[config.mk]
export PLATFORM = sky130hd
export DESIGN_NAME = prio_arb_fsm
export DESIGN_NICKNAME = d
export VERILOG_FILES = /design/src/rtl/prio_arb_fsm.sv
export SDC_FILE = /design/constraint.sdc
export NUM_CORES = 1
export LEC_CHECK = 0
export ABC_AREA = 1
export BUFFER_PORTS_ARGS = -buffer_cell sky130_fd_sc_hd__buf_2
export CELL_PAD_IN_SITES_DETAIL_PLACEMENT = 0
export CELL_PAD_IN_SITES_GLOBAL_PLACEMENT = 1
export CORE_MARGIN = 4
export CORE_UTILIZATION = 41
export CTS_BUF_LIST = sky130_fd_sc_hd__clkbuf_2
export DETAILED_ROUTE_END_ITERATION = 6
export HOLD_SLACK_MARGIN = 0.15
export PLACE_DENSITY_LB_ADDON = 0.1
export SLEW_MARGIN = 15
export SYNTH_ARGS = -nofsm -noshare
export SYNTH_HDL_FRONTEND = slang
export SYNTH_SLANG_ARGS = --single-unit
[constraint.sdc]
create_clock -name clk -period 1.7 [get_ports clk]
set_input_delay 0.17 -clock clk [delete_from_list [all_inputs] [get_ports clk]]
set_output_delay 0.17 -clock clk [all_outputs]
set_load 0.005 [all_outputs]
[src/rtl/prio_arb_fsm.sv]
// Three-requester arbiter FSM with registered one-hot grant, bounded hold time and a one-cycle idle gap.
// Define PRIO_ARB_RR_EN for round-robin arbitration; fixed priority (req[0] highest) otherwise.
module prio_arb_fsm #(
  parameter int HOLD_MAX = 8,
  parameter int CW       = 4
) (
  input  logic       clk,
  input  logic       rst_n,
  input  logic [2:0] req,
  input  logic       done,
  output logic [2:0] gnt,
  output logic       busy,
  output logic       timeout
);

  typedef enum logic [1:0] {
    IDLE  = 2'd0,
    GRANT = 2'd1,
    GAP   = 2'd2
  } state_t;

  localparam logic [CW-1:0] CNT_LIM = CW'(HOLD_MAX - 1);
  localparam logic [CW-1:0] CNT_SAT = '1;

  state_t        state_q, state_d;
  logic [CW-1:0] cnt_q, cnt_d;
  logic [1:0]    win_q, win_d;
  logic [2:0]    gnt_q, gnt_d;
  logic          busy_q, busy_d;
  logic          timeout_q, timeout_d;
  logic [1:0]    start;
  logic [1:0]    sel;
  logic          win_req;

  // First set request found when scanning upward from index start, wrapping at 3.
  function automatic logic [1:0] pick(input logic [2:0] r, input logic [1:0] s);
    logic [1:0] p;
    p = 2'd0;
    case (s)
      2'd1:    p = r[1] ? 2'd1 : (r[2] ? 2'd2 : 2'd0);
      2'd2:    p = r[2] ? 2'd2 : (r[0] ? 2'd0 : 2'd1);
      default: p = r[0] ? 2'd0 : (r[1] ? 2'd1 : 2'd2);
    endcase
    return p;
  endfunction

  function automatic logic [2:0] onehot(input logic [1:0] i);
    logic [2:0] o;
    o = 3'b000;
    case (i)
      2'd0:    o = 3'b001;
      2'd1:    o = 3'b010;
      2'd2:    o = 3'b100;
      default: o = 3'b000;
    endcase
    return o;
  endfunction

`ifdef PRIO_ARB_RR_EN
  logic [1:0] last_q, last_d;

  assign start = (last_q == 2'd2) ? 2'd0 : last_q + 2'd1;

  always_comb begin
    last_d = last_q;
    if (state_q == IDLE && req != 3'b000) last_d = sel;
  end

  always_ff @(posedge clk or negedge rst_n) begin
    if (!rst_n) last_q <= 2'd2;
    else        last_q <= last_d;
  end
`else
  assign start = 2'd0;
`endif

  assign sel     = pick(req, start);
  assign win_req = |(req & onehot(win_q));

  always_comb begin
    state_d   = state_q;
    cnt_d     = cnt_q;
    win_d     = win_q;
    timeout_d = 1'b0;
    case (state_q)
      IDLE: begin
        if (req != 3'b000) begin
          win_d   = sel;
          cnt_d   = '0;
          state_d = GRANT;
        end
      end
      GRANT: begin
        // done and withdrawal take precedence over the hold limit, suppressing timeout
        if (done || !win_req) begin
          state_d = GAP;
        end else if (cnt_q == CNT_LIM) begin
          state_d   = GAP;
          timeout_d = 1'b1;
        end else if (cnt_q != CNT_SAT) begin
          cnt_d = cnt_q + CW'(1);
        end
      end
      GAP:     state_d = IDLE;
      default: state_d = IDLE;
    endcase

    gnt_d  = (state_d == GRANT) ? onehot(win_d) : 3'b000;
    busy_d = (state_d == GRANT);
  end

  always_ff @(posedge clk or negedge rst_n) begin
    if (!rst_n) begin
      state_q   <= IDLE;
      cnt_q     <= '0;
      win_q     <= 2'd0;
      gnt_q     <= 3'b000;
      busy_q    <= 1'b0;
      timeout_q <= 1'b0;
    end else begin
      state_q   <= state_d;
      cnt_q     <= cnt_d;
      win_q     <= win_d;
      gnt_q     <= gnt_d;
      busy_q    <= busy_d;
      timeout_q <= timeout_d;
    end
  end

  assign gnt     = gnt_q;
  assign busy    = busy_q;
  assign timeout = timeout_q;

endmodule

Word level (Yosys, flattened, before mapping) --
Index checks and enable logic that the tools add are counted.
Cells by class: bitwise operators 1, reduce and logical (&&, ||, !) cells 9, add/subtract/negate cells 1, equal/unequal tests 12, mux-type cells 19
Operators with widths (number):
- 3-bit one-hot mux with 3 select lines | 2
- 4-bit two-way mux | 4
- 2-bit two-way mux | 7
- 2-bit by 1-bit equality test with 1-bit output, second input constant | 4
- 2-bit inequality test, second input constant | 4
- 4-bit one-hot mux with 2 select lines | 1
- 2-bit zero test | 3
- 5-bit AND reduction | 1
- 4-bit by 1-bit adder with 4-bit output, second input constant | 1
- 2-bit equality test, second input constant | 2
- 4-bit by 3-bit equality test with 1-bit output, second input constant | 1
- 4-bit inequality test, second input constant | 1
- 2-bit one-hot mux with 2 select lines | 1
- 3-bit bitwise AND | 1
- 1-bit two-way mux | 3
- 3-bit two-way mux | 1
- 3-bit nonzero test | 1
- 3-bit OR reduction | 1
- 2-bit nonzero test | 1
- 1-bit zero test | 1
- 1-bit logical OR | 1
Storage, ports and cells: output and inout port bits 5, bits of input ports 6, register bits after elaboration 13, logic and storage cells 48

Depth between registers and ports, before layout --
Gate-level depths: netlist (run 1).
depth after elaboration 10, mapped depth 8, mapped depth without buffers 8

Worst setup path after synthesis (run 1) --
OpenSTA, ideal clock, no wires.
path type flip-flop to flip-flop, start reg cnt_q[0], end reg cnt_q[0], setup time 0.065 ns, setup slack 0.472 ns, period minus slack after synthesis 1.228 ns, arrival time 1.163 ns, required time 1.635 ns, cell stages (with the launch flop) 9, path buffers 0, cell sequence dfrtp_1 > ha_1 > nand2_2 > inv_1 > nand2_1 > nand2_2 > nor2_1 > nand3b_1 > nand2_1
Between the ends: cells in the longest elaborated chain, start to end 5, elaborated cells between the ends (all ways) 10, classes of those cells add/sub: 1; eq/ne: 4; mux: 4; reduce/logical: 1
Ends and longest elaborated chain:
- start: declaration | RTL line 26 | logic [CW-1:0] cnt_q, cnt_d;
- start signal: assignment | RTL line 122 | cnt_q <= cnt_d;
- 4-bit by 1-bit adder with 4-bit output | RTL line 101 | cnt_d = cnt_q + CW'(1);
- 4-bit two-way mux | RTL line 100 | end else if (cnt_q != CNT_SAT) begin
- 4-bit two-way mux | RTL line 97 | end else if (cnt_q == CNT_LIM) begin
- 4-bit two-way mux | RTL line 95 | if (done || !win_req) begin
- 4-bit one-hot mux with 2 select lines | RTL line 85 | case (state_q)
Parallel ways exist; a longest one is shown, timed or not. The select of a mux whose other input is x is not followed. A chain may end at the register's enable or synchronous reset.

Final worst setup path (run 1) --
start reg cnt_q[0], end reg cnt_q[3]
Same word-level chain as after synthesis.

==> results_tabular.tex, run 1 <==
\begin{tabular}{lr}
\hline
Metric & Value \\
\hline
\multicolumn{2}{l}{\textbf{Outcome}} \\
Status & completed \\
\multicolumn{2}{l}{\textbf{Yosys}} \\
Yosys warning count & 0 \\
Most common cell in the synthesized netlist & sky130\_fd\_sc\_hd\_\_nand2\_1 \\
Dominant synthesized flop cell & sky130\_fd\_sc\_hd\_\_dfrtp\_1 \\
EDFF count, synth & 0 \\
Sequential area share after synthesis & 0.502 \\
Synthesized area per cell & 8.42 um2 \\
Total standard cell area after synthesis & about 650 um2 \\
Count of cell types in the netlist & 19 \\
Share of the synthesized area in the top cell type & 0.502 \\
Post-synthesis cell type with the largest combined area & sky130\_fd\_sc\_hd\_\_dfrtp\_1 \\
Gate count after technology mapping & 77 \\
Synthesized net count & between 80 and 90 \\
Most used standard cells in the synthesized netlist & 18 x sky130\_fd\_sc\_hd\_\_nand2\_1, 13 x sky130\_fd\_sc\_hd\_\_dfrtp\_1, 10 x sky130\_fd\_sc\_hd\_\_inv\_1 \\
Share of async-settable or async-resettable flops after synthesis & 1.00 \\
Most area-consuming cells after synthesis & sky130\_fd\_sc\_hd\_\_dfrtp\_1 50\%, sky130\_fd\_sc\_hd\_\_nand2\_1 10\%, sky130\_fd\_sc\_hd\_\_inv\_1 5.8\%, sky130\_fd\_sc\_hd\_\_nand3\_1 4.6\%, sky130\_fd\_sc\_hd\_\_nand2\_2 3.9\% \\
Number of flip-flops and latches in the synthesized netlist & 13 \\
\multicolumn{2}{l}{\textbf{Timing}} \\
Period utilisation layout & 0.806 \\
Max-slew headroom at the worst pin & 0.744 \\
Final Hold Viols & 0 \\
RSZ-0062 raised after global routing & false \\
Min Tclk post-route & around 1.4 ns \\
Total negative slack & 0 ns \\
Setup skew after layout & 0.00262 ns \\
Slew at the pin closest to its max-slew limit & between 0.3 and 0.4 ns \\
Maximum achievable frequency & 0.729 GHz \\
Count of final setup violators & 0 \\
Number of slew-limit violations in the final report & 0 \\
\multicolumn{2}{l}{\textbf{GRT}} \\
Global-route wire length before repair & 1.97 mm \\
Overall overflow remaining after global route & 0 \\
Via count of the first global-routing pass & around 470 \\
Most heavily used metal layer in global routing & met2 \\
Met3 track demand over resource & 0.0338 \\
Pin count of the biggest net entering global routing & 14 \\
Met2 usage & 0.198 \\
Global routing usage on met1 & 0.165 \\
GRT Resource Usage Total & 0.126 \\
Initial antenna violation count & 0 \\
\multicolumn{2}{l}{\textbf{Setup path}} \\
Startpoint type of the worst setup path & flop \\
Critical path data arrival time & between 1.5 and 2 ns \\
Buffers and inverters on the worst path & 1 \\
CP Max Fanout & 4 \\
Crit path max-delay cell type & sky130\_fd\_sc\_hd\_\_dfrtp\_1 \\
Critical path class & flop to flop \\
Delay of the slowest cell on the worst path & between 0.4 and 0.5 ns \\
CP top delay family & simple AND/OR/NAND/NOR gates \\
CP required & about 1.9 ns \\
Critical Path, Cell by Cell & ha\_1 > nand2\_2 > inv\_1 > nand2\_1 > nand2\_2 > nor2\_1 > nand3\_1 > nand2\_1 \\
Critical path capture point type & flop \\
\multicolumn{2}{l}{\textbf{Placed design}} \\
RD Place Congestion & 0.702 \\
Port Buffers & 10 \\
Placed Cells & a little over 100 \\
Detail Placement HPWL & $\sim$920 um \\
\multicolumn{2}{l}{\textbf{Finish}} \\
Post-layout nets & 100 \\
Share of cells above drive strength 1 & 0.293 \\
P\&R area growth vs syn & 15.4\% \\
Multi-input gate area in the final layout & around 270 um2 \\
Filler instances & between 150 and 200 \\
Number of diodes & 0 \\
Utilization after layout & 0.497 \\
Number of standard cells in the final layout excluding fillers & 108 \\
Reg area & 325 um2 \\
\multicolumn{2}{l}{\textbf{Floorplan}} \\
Initial Utilization & 0.430 \\
I/O pins & 11 \\
Die Height & approximately 48 um \\
Total core area & roughly 0.0015 mm2 \\
Width of the die & $\sim$48 um \\
Die area & roughly 0.0023 mm2 \\
Site Rows & 14 \\
\multicolumn{2}{l}{\textbf{Clock tree}} \\
H-tree lvl count & 1 \\
TritonCTS clock tree & built \\
Clock slew at the register clock pins of the worst setup and hold paths & approximately 0.13 ns \\
Cts hold-fix bufs & 1 \\
Setup bufs post-CTS & 0 \\
Post-cts repair resize count & 0 \\
Clock insertion delay at the later pin of the skew report & $\sim$0.26 ns \\
Root Buffer & sky130\_fd\_sc\_hd\_\_clkbuf\_2 \\
Worst-case clock buffer depth & 2 \\
TritonCTS buffer count & 3 \\
Sinks on Clock Net & 13 \\
\multicolumn{2}{l}{\textbf{Detailed routing}} \\
Final routed wire length divided by cell count & 11.1 um \\
Number of remaining DRC errors & 0 \\
Routed Antenna Nets & 0 \\
Initial DRT Pass Iterations & 4 \\
Detailed-route vias per instance & just under 5 \\
Total wire length & between 1 and 1.5 mm \\
Iteration-0 DRC count of the detailed router & 11 \\
Detailed-route via count & 524 \\
\multicolumn{2}{l}{\textbf{Power}} \\
Pleak & roughly 0.42 nW \\
Power density over the cells & between 1500 and 2000 mW/mm2 \\
Peak supply drop & approximately 0.64 mV \\
Final Power & $\sim$1.2 mW \\
\multicolumn{2}{l}{\textbf{Flow run}} \\
MaxCap Viol Count & 0 \\
\multicolumn{2}{l}{\textbf{Worst hold path}} \\
Worst hold path type & primary input to flop \\
\hline
\end{tabular}
## cells in the final DEF, fill, tap and decap left out
cell type	netlist	layout
sky130_fd_sc_hd__o21ai_1	3	3
sky130_fd_sc_hd__nand3_2	2	2
sky130_fd_sc_hd__a21oi_2	1	1
sky130_fd_sc_hd__clkinv_2	1	1
sky130_fd_sc_hd__nand2_2	4	4
sky130_fd_sc_hd__nand3_1	6	6
sky130_fd_sc_hd__clkbuf_2	0	4
sky130_fd_sc_hd__nand2_1	18	18
sky130_fd_sc_hd__nor3_1	2	2
sky130_fd_sc_hd__o21ai_0	2	2
sky130_fd_sc_hd__nand4_1	1	1
sky130_fd_sc_hd__dlygate4sd3_1	0	1
sky130_fd_sc_hd__ha_1	1	1
sky130_fd_sc_hd__nor2_1	6	6
sky130_fd_sc_hd__xor2_1	1	1
sky130_fd_sc_hd__buf_2	0	10
sky130_fd_sc_hd__dfrtp_1	13	13
sky130_fd_sc_hd__nand3b_1	1	1
sky130_fd_sc_hd__nor2_4	1	1
sky130_fd_sc_hd__inv_2	2	2
sky130_fd_sc_hd__o21ai_2	2	2
sky130_fd_sc_hd__inv_1	10	10
## cell families after synthesis
family          share of synthesized area
simple gates                        0.309
buf+inv                            0.0772
flops                               0.502
compound gates                     0.0792
xor+xnor                           0.0135
fa+ha+maj                          0.0193
## routing by layer
metal / vias up / wire length (um)
li1: 276 / -
met1: 234 / 604
met2: 12 / 507
met3: 2 / 75
met4: 0 / 12
met5: - / 0
## sequential cells by signal, indices dropped and copies added (netlist names)
signal   cells
busy         1
cnt_q        4
gnt          3
state_q      2
timeout      1
win_q        2
## per-stage QoR
stage	instance area, um2	hold slack (ns)	worst slack [ns]
6_report	748	0.218	0.329
5_1_grt	748	0.210	0.226
4_1_cts	748	0.209	0.330
3_5_place_dp	718	0.0769	0.370
3_3_place_gp	718	0.0734	0.389
2_1_floorplan	648	-0.126	0.472
## worst reg2reg max path, delay by kind of cell, from the launching register on
family	cells	cell delay (ns)
simple gates	6	0.59
flops	1	0.43
buf+inv	1	0.06
fa+ha+maj	1	0.23
## path summary, 6_finish.rpt
kind | from | end | depth (start not counted) | slack, ns
max | cnt_q[0] | cnt_q[3] | 8 | 0.33
min | done | timeout | 4 | 0.22
max reg2reg | cnt_q[0] | cnt_q[3] | 8 | 0.33
min reg2reg | cnt_q[3] | cnt_q[3] | 2 | 0.50
max in group asynchronous | rst_n | cnt_q[3] | 2 | 1.17
min in group asynchronous | rst_n | state_q[1] | 2 | 0.30
## cell type report
| type | count | share of cell area |
|---|---|---|
| inverters | 13 | 0.0669 |
| well taps | 16 | 0.0268 |
| flip-flops and latches | 13 | 0.435 |
| repair buffers | 11 | 0.0803 |
| multi-input cells | 51 | 0.365 |
| clock buffers | 4 | 0.0268 |
## report_power, final
part / leakage, nW / internal [mW] / switching (mW)
registers: 0.172 / 0.409 / 0.0623
clock network: 0.0166 / 0.0625 / 0.0971
logic: 0.230 / 0.184 / 0.346
total: 0.419 / 0.655 / 0.505
(Power assumes the default switching activity.)
==> inputs of run 2 (changes only) <==
Settings changed: CORE_UTILIZATION 41 to 37.
Clock period 1.7 ns to 1.2 ns, I/O delays scaled along.
==> run 2 against run 1 <==
The run now ends with setup timing left. Utilization is 5.9 points higher. Sequential share of layout area is 6.3 points lower. Power is 70% higher. Fmax is 13% higher. Register-to-register slack worse by 0.34 ns. Worst setup slack worse by 0.34 ns. Critical path type unchanged. Critical endpoint is now timeout. Sequential power is 43% higher. Cell count is 7.4% higher. Die area is 9.0% higher.
==> results_tabular.tex, run 2 (synthesis gave the netlist of run 1 again) <==
\begin{tabular}{lr}
\hline
Metric & Value \\
\hline
\multicolumn{2}{l}{\textbf{Outcome}} \\
Status & finished with violations \\
Failing checks & setup timing \\
\multicolumn{2}{l}{\textbf{GRT}} \\
Global-route wire length before repair & about 2.0 mm \\
GRT Resource Usage Total & 0.108 \\
Pin count of the biggest net entering global routing & 14 \\
Initial antenna violation count & 0 \\
Via count of the first global-routing pass & 459 \\
Overall overflow remaining after global route & 0 \\
\multicolumn{2}{l}{\textbf{Worst hold path}} \\
Worst hold path type & primary input to flop \\
\multicolumn{2}{l}{\textbf{Power}} \\
Clock Power Share & 0.110 \\
Power density over the cells & approximately 2300 mW/mm2 \\
Seq pwr share & 0.341 \\
Combinational power share & 0.549 \\
Switching power & 868 uW \\
Final Power & slightly below 2 mW \\
Internal power & 1.11 mW \\
Pleak & about 0.46 nW \\
Switching share of total power & 0.439 \\
Peak supply drop & roughly 1.1 mV \\
\multicolumn{2}{l}{\textbf{Finish}} \\
P\&R area growth vs syn & 35.1\% \\
Reg area & 325 um2 \\
Commonest cells after routing, fill and taps aside & 15 x sky130\_fd\_sc\_hd\_\_nand2\_1, 13 x sky130\_fd\_sc\_hd\_\_dfrtp\_1, 10 x sky130\_fd\_sc\_hd\_\_buf\_2 \\
Register ranked first by flip-flop count & cnt\_q \\
Filler instances & 154 \\
Share of cells above drive strength 1 & 0.440 \\
Post-layout nets & $\sim$110 \\
Design Area, Final & about 880 um2 \\
Commonest non-fill, non-tap cell in the layout & sky130\_fd\_sc\_hd\_\_nand2\_1 \\
Number of diodes & 0 \\
Multi-input gate area in the final layout & 339 um2 \\
Number of standard cells in the final layout excluding fillers & 116 \\
Largest register FFs & 4 \\
\multicolumn{2}{l}{\textbf{Timing}} \\
Tightest hold margin & 0.177 ns \\
Min Tclk post-route & 1.21 ns \\
Final Hold Viols & 0 \\
Number of slew-limit violations in the final report & 0 \\
Setup skew after layout & approximately 0.0023 ns \\
Final WS setup & -0.00916 ns \\
Max-slew headroom at the worst pin & 0.727 \\
Maximum achievable frequency & 0.827 GHz \\
Count of final setup violators & 3 \\
Period utilisation layout & 1.01 \\
Slew at the pin closest to its max-slew limit & 0.406 ns \\
RSZ-0062 raised after global routing & true \\
\multicolumn{2}{l}{\textbf{Setup path}} \\
Critical path capture point type & flop \\
Startpoint type of the worst setup path & flop \\
Critical path data arrival time & roughly 1.4 ns \\
Crit path max-delay cell type & sky130\_fd\_sc\_hd\_\_dfrtp\_1 \\
Critical Path, Cell by Cell & ha\_2 > nand2\_2 > inv\_2 > nand2\_4 > buf\_4 > nor3\_1 \\
CP top delay family & flip-flops \\
CP required & $\sim$1.4 ns \\
Critical path class & flop to flop \\
CP Max Fanout & 3 \\
Buffers and inverters on the worst path & 2 \\
Delay of the slowest cell on the worst path & just under 0.4 ns \\
\multicolumn{2}{l}{\textbf{Floorplan}} \\
Die area & approximately 0.0025 mm2 \\
Site Rows & 14 \\
Total core area & about 0.0016 mm2 \\
Die Height & about 50 um \\
Initial Utilization & 0.411 \\
Width of the die & around 50 um \\
I/O pins & 11 \\
\multicolumn{2}{l}{\textbf{Clock tree}} \\
Clock slew at the register clock pins of the worst setup and hold paths & about 0.12 ns \\
TritonCTS buffer count & 3 \\
H-tree lvl count & 1 \\
Sinks on Clock Net & 13 \\
Clock insertion delay at the later pin of the skew report & approximately 0.27 ns \\
Worst-case clock buffer depth & 2 \\
TritonCTS clock tree & built \\
Root Buffer & sky130\_fd\_sc\_hd\_\_clkbuf\_2 \\
\multicolumn{2}{l}{\textbf{Detailed routing}} \\
Initial DRT Pass Iterations & 3 \\
Iteration-0 DRC count of the detailed router & 5 \\
Routed Antenna Nets & 0 \\
Detailed-route vias per instance & 4.70 \\
Total wire length & approximately 1.3 mm \\
Detailed-route via count & 545 \\
Final routed wire length divided by cell count & $\sim$11 um \\
Number of remaining DRC errors & 0 \\
\multicolumn{2}{l}{\textbf{Placed design}} \\
Detail Placement HPWL & 928 um \\
Placed inst area & just under 800 um2 \\
Placed Cells & around 110 \\
Port Buffers & 10 \\
RD Place Congestion & a little under 0.7 \\
\multicolumn{2}{l}{\textbf{Flow run}} \\
MaxCap Viol Count & 0 \\
\hline
\end{tabular}
## run 2: cell count changes in the layout (fill, tap and decap cells not counted), sizes merged
cell	before	now
buf	10	18
clkbuf	4	3
inv	12	13
## run 2: what timing repair did
| item | CTS | global route |
|---|---|---|
| gates resized for setup | 2 | 13 |
| hold buffers | 1 | 0 |
| pin swaps | 7 | 7 |
| endpoints found under the hold margin | 13 | 0 |
| setup endpoints to repair | 8 | 10 |
| buffers inserted | 0 | 2 |
## run 2: per-layer routing
metal	routed length, um	up-vias	global-route usage
li1	-	292	-
met1	645	242	0.163
met2	551	11	0.128
met3	72	0	0.0572
met4	0	0	0.0276
met5	0	-	0
## run 2: tightest hold or removal path, stage by stage
cell and delay (ns):
sky130_fd_sc_hd__buf_2 0.08, sky130_fd_sc_hd__a21oi_2 0.04, sky130_fd_sc_hd__nand3_4 0.11, sky130_fd_sc_hd__nor3_1 0.07
## run 2: final timing paths
kind | start | to | slack, ns | cells past startpoint
max | cnt_q[0] | timeout | -0.009 | 6
min | done | timeout | 0.18 | 4
max reg2reg | cnt_q[0] | timeout | -0.009 | 6
min reg2reg | cnt_q[3] | cnt_q[3] | 0.49 | 2
max in group asynchronous | rst_n | busy | 0.73 | 2
min in group asynchronous | rst_n | state_q[0] | 0.25 | 2
## run 2: metrics by stage
stage	setup slack [ns]	util	setup TNS, ns
2_1_floorplan	0.0232	-	0
3_3_place_gp	-0.0241	0.487	-0.0885
3_5_place_dp	-0.0443	0.487	-0.206
4_1_cts	-0.0364	0.508	-0.169
5_1_grt	-0.0862	0.556	-0.598
6_report	-0.00916	0.556	-0.0218
## run 2: final cells by class
| cell class | instances | area share |
|---|---|---|
| Multi-Input combinational cell | 51 | 0.387 |
| Inverter | 13 | 0.0586 |
| Sequential cell | 13 | 0.371 |
| Clock inverter | 1 | 0.00571 |
| Clock buffer | 3 | 0.0171 |
| Timing Repair Buffer | 19 | 0.137 |
| Tap cell | 16 | 0.0229 |
## run 2: power groups by stage
| stage | combinational, mW | sequential (mW) | clock [mW] |
|---|---|---|---|
| floorplan | 0.561 | 0.680 | 0 |
| finish | 1.09 | 0.675 | 0.218 |
| CTS | 0.841 | 0.673 | 0.227 |
| detailed placement | 0.837 | 0.682 | 0 |
| global placement | 0.849 | 0.677 | 0 |
| global route | 1.20 | 0.691 | 0.255 |
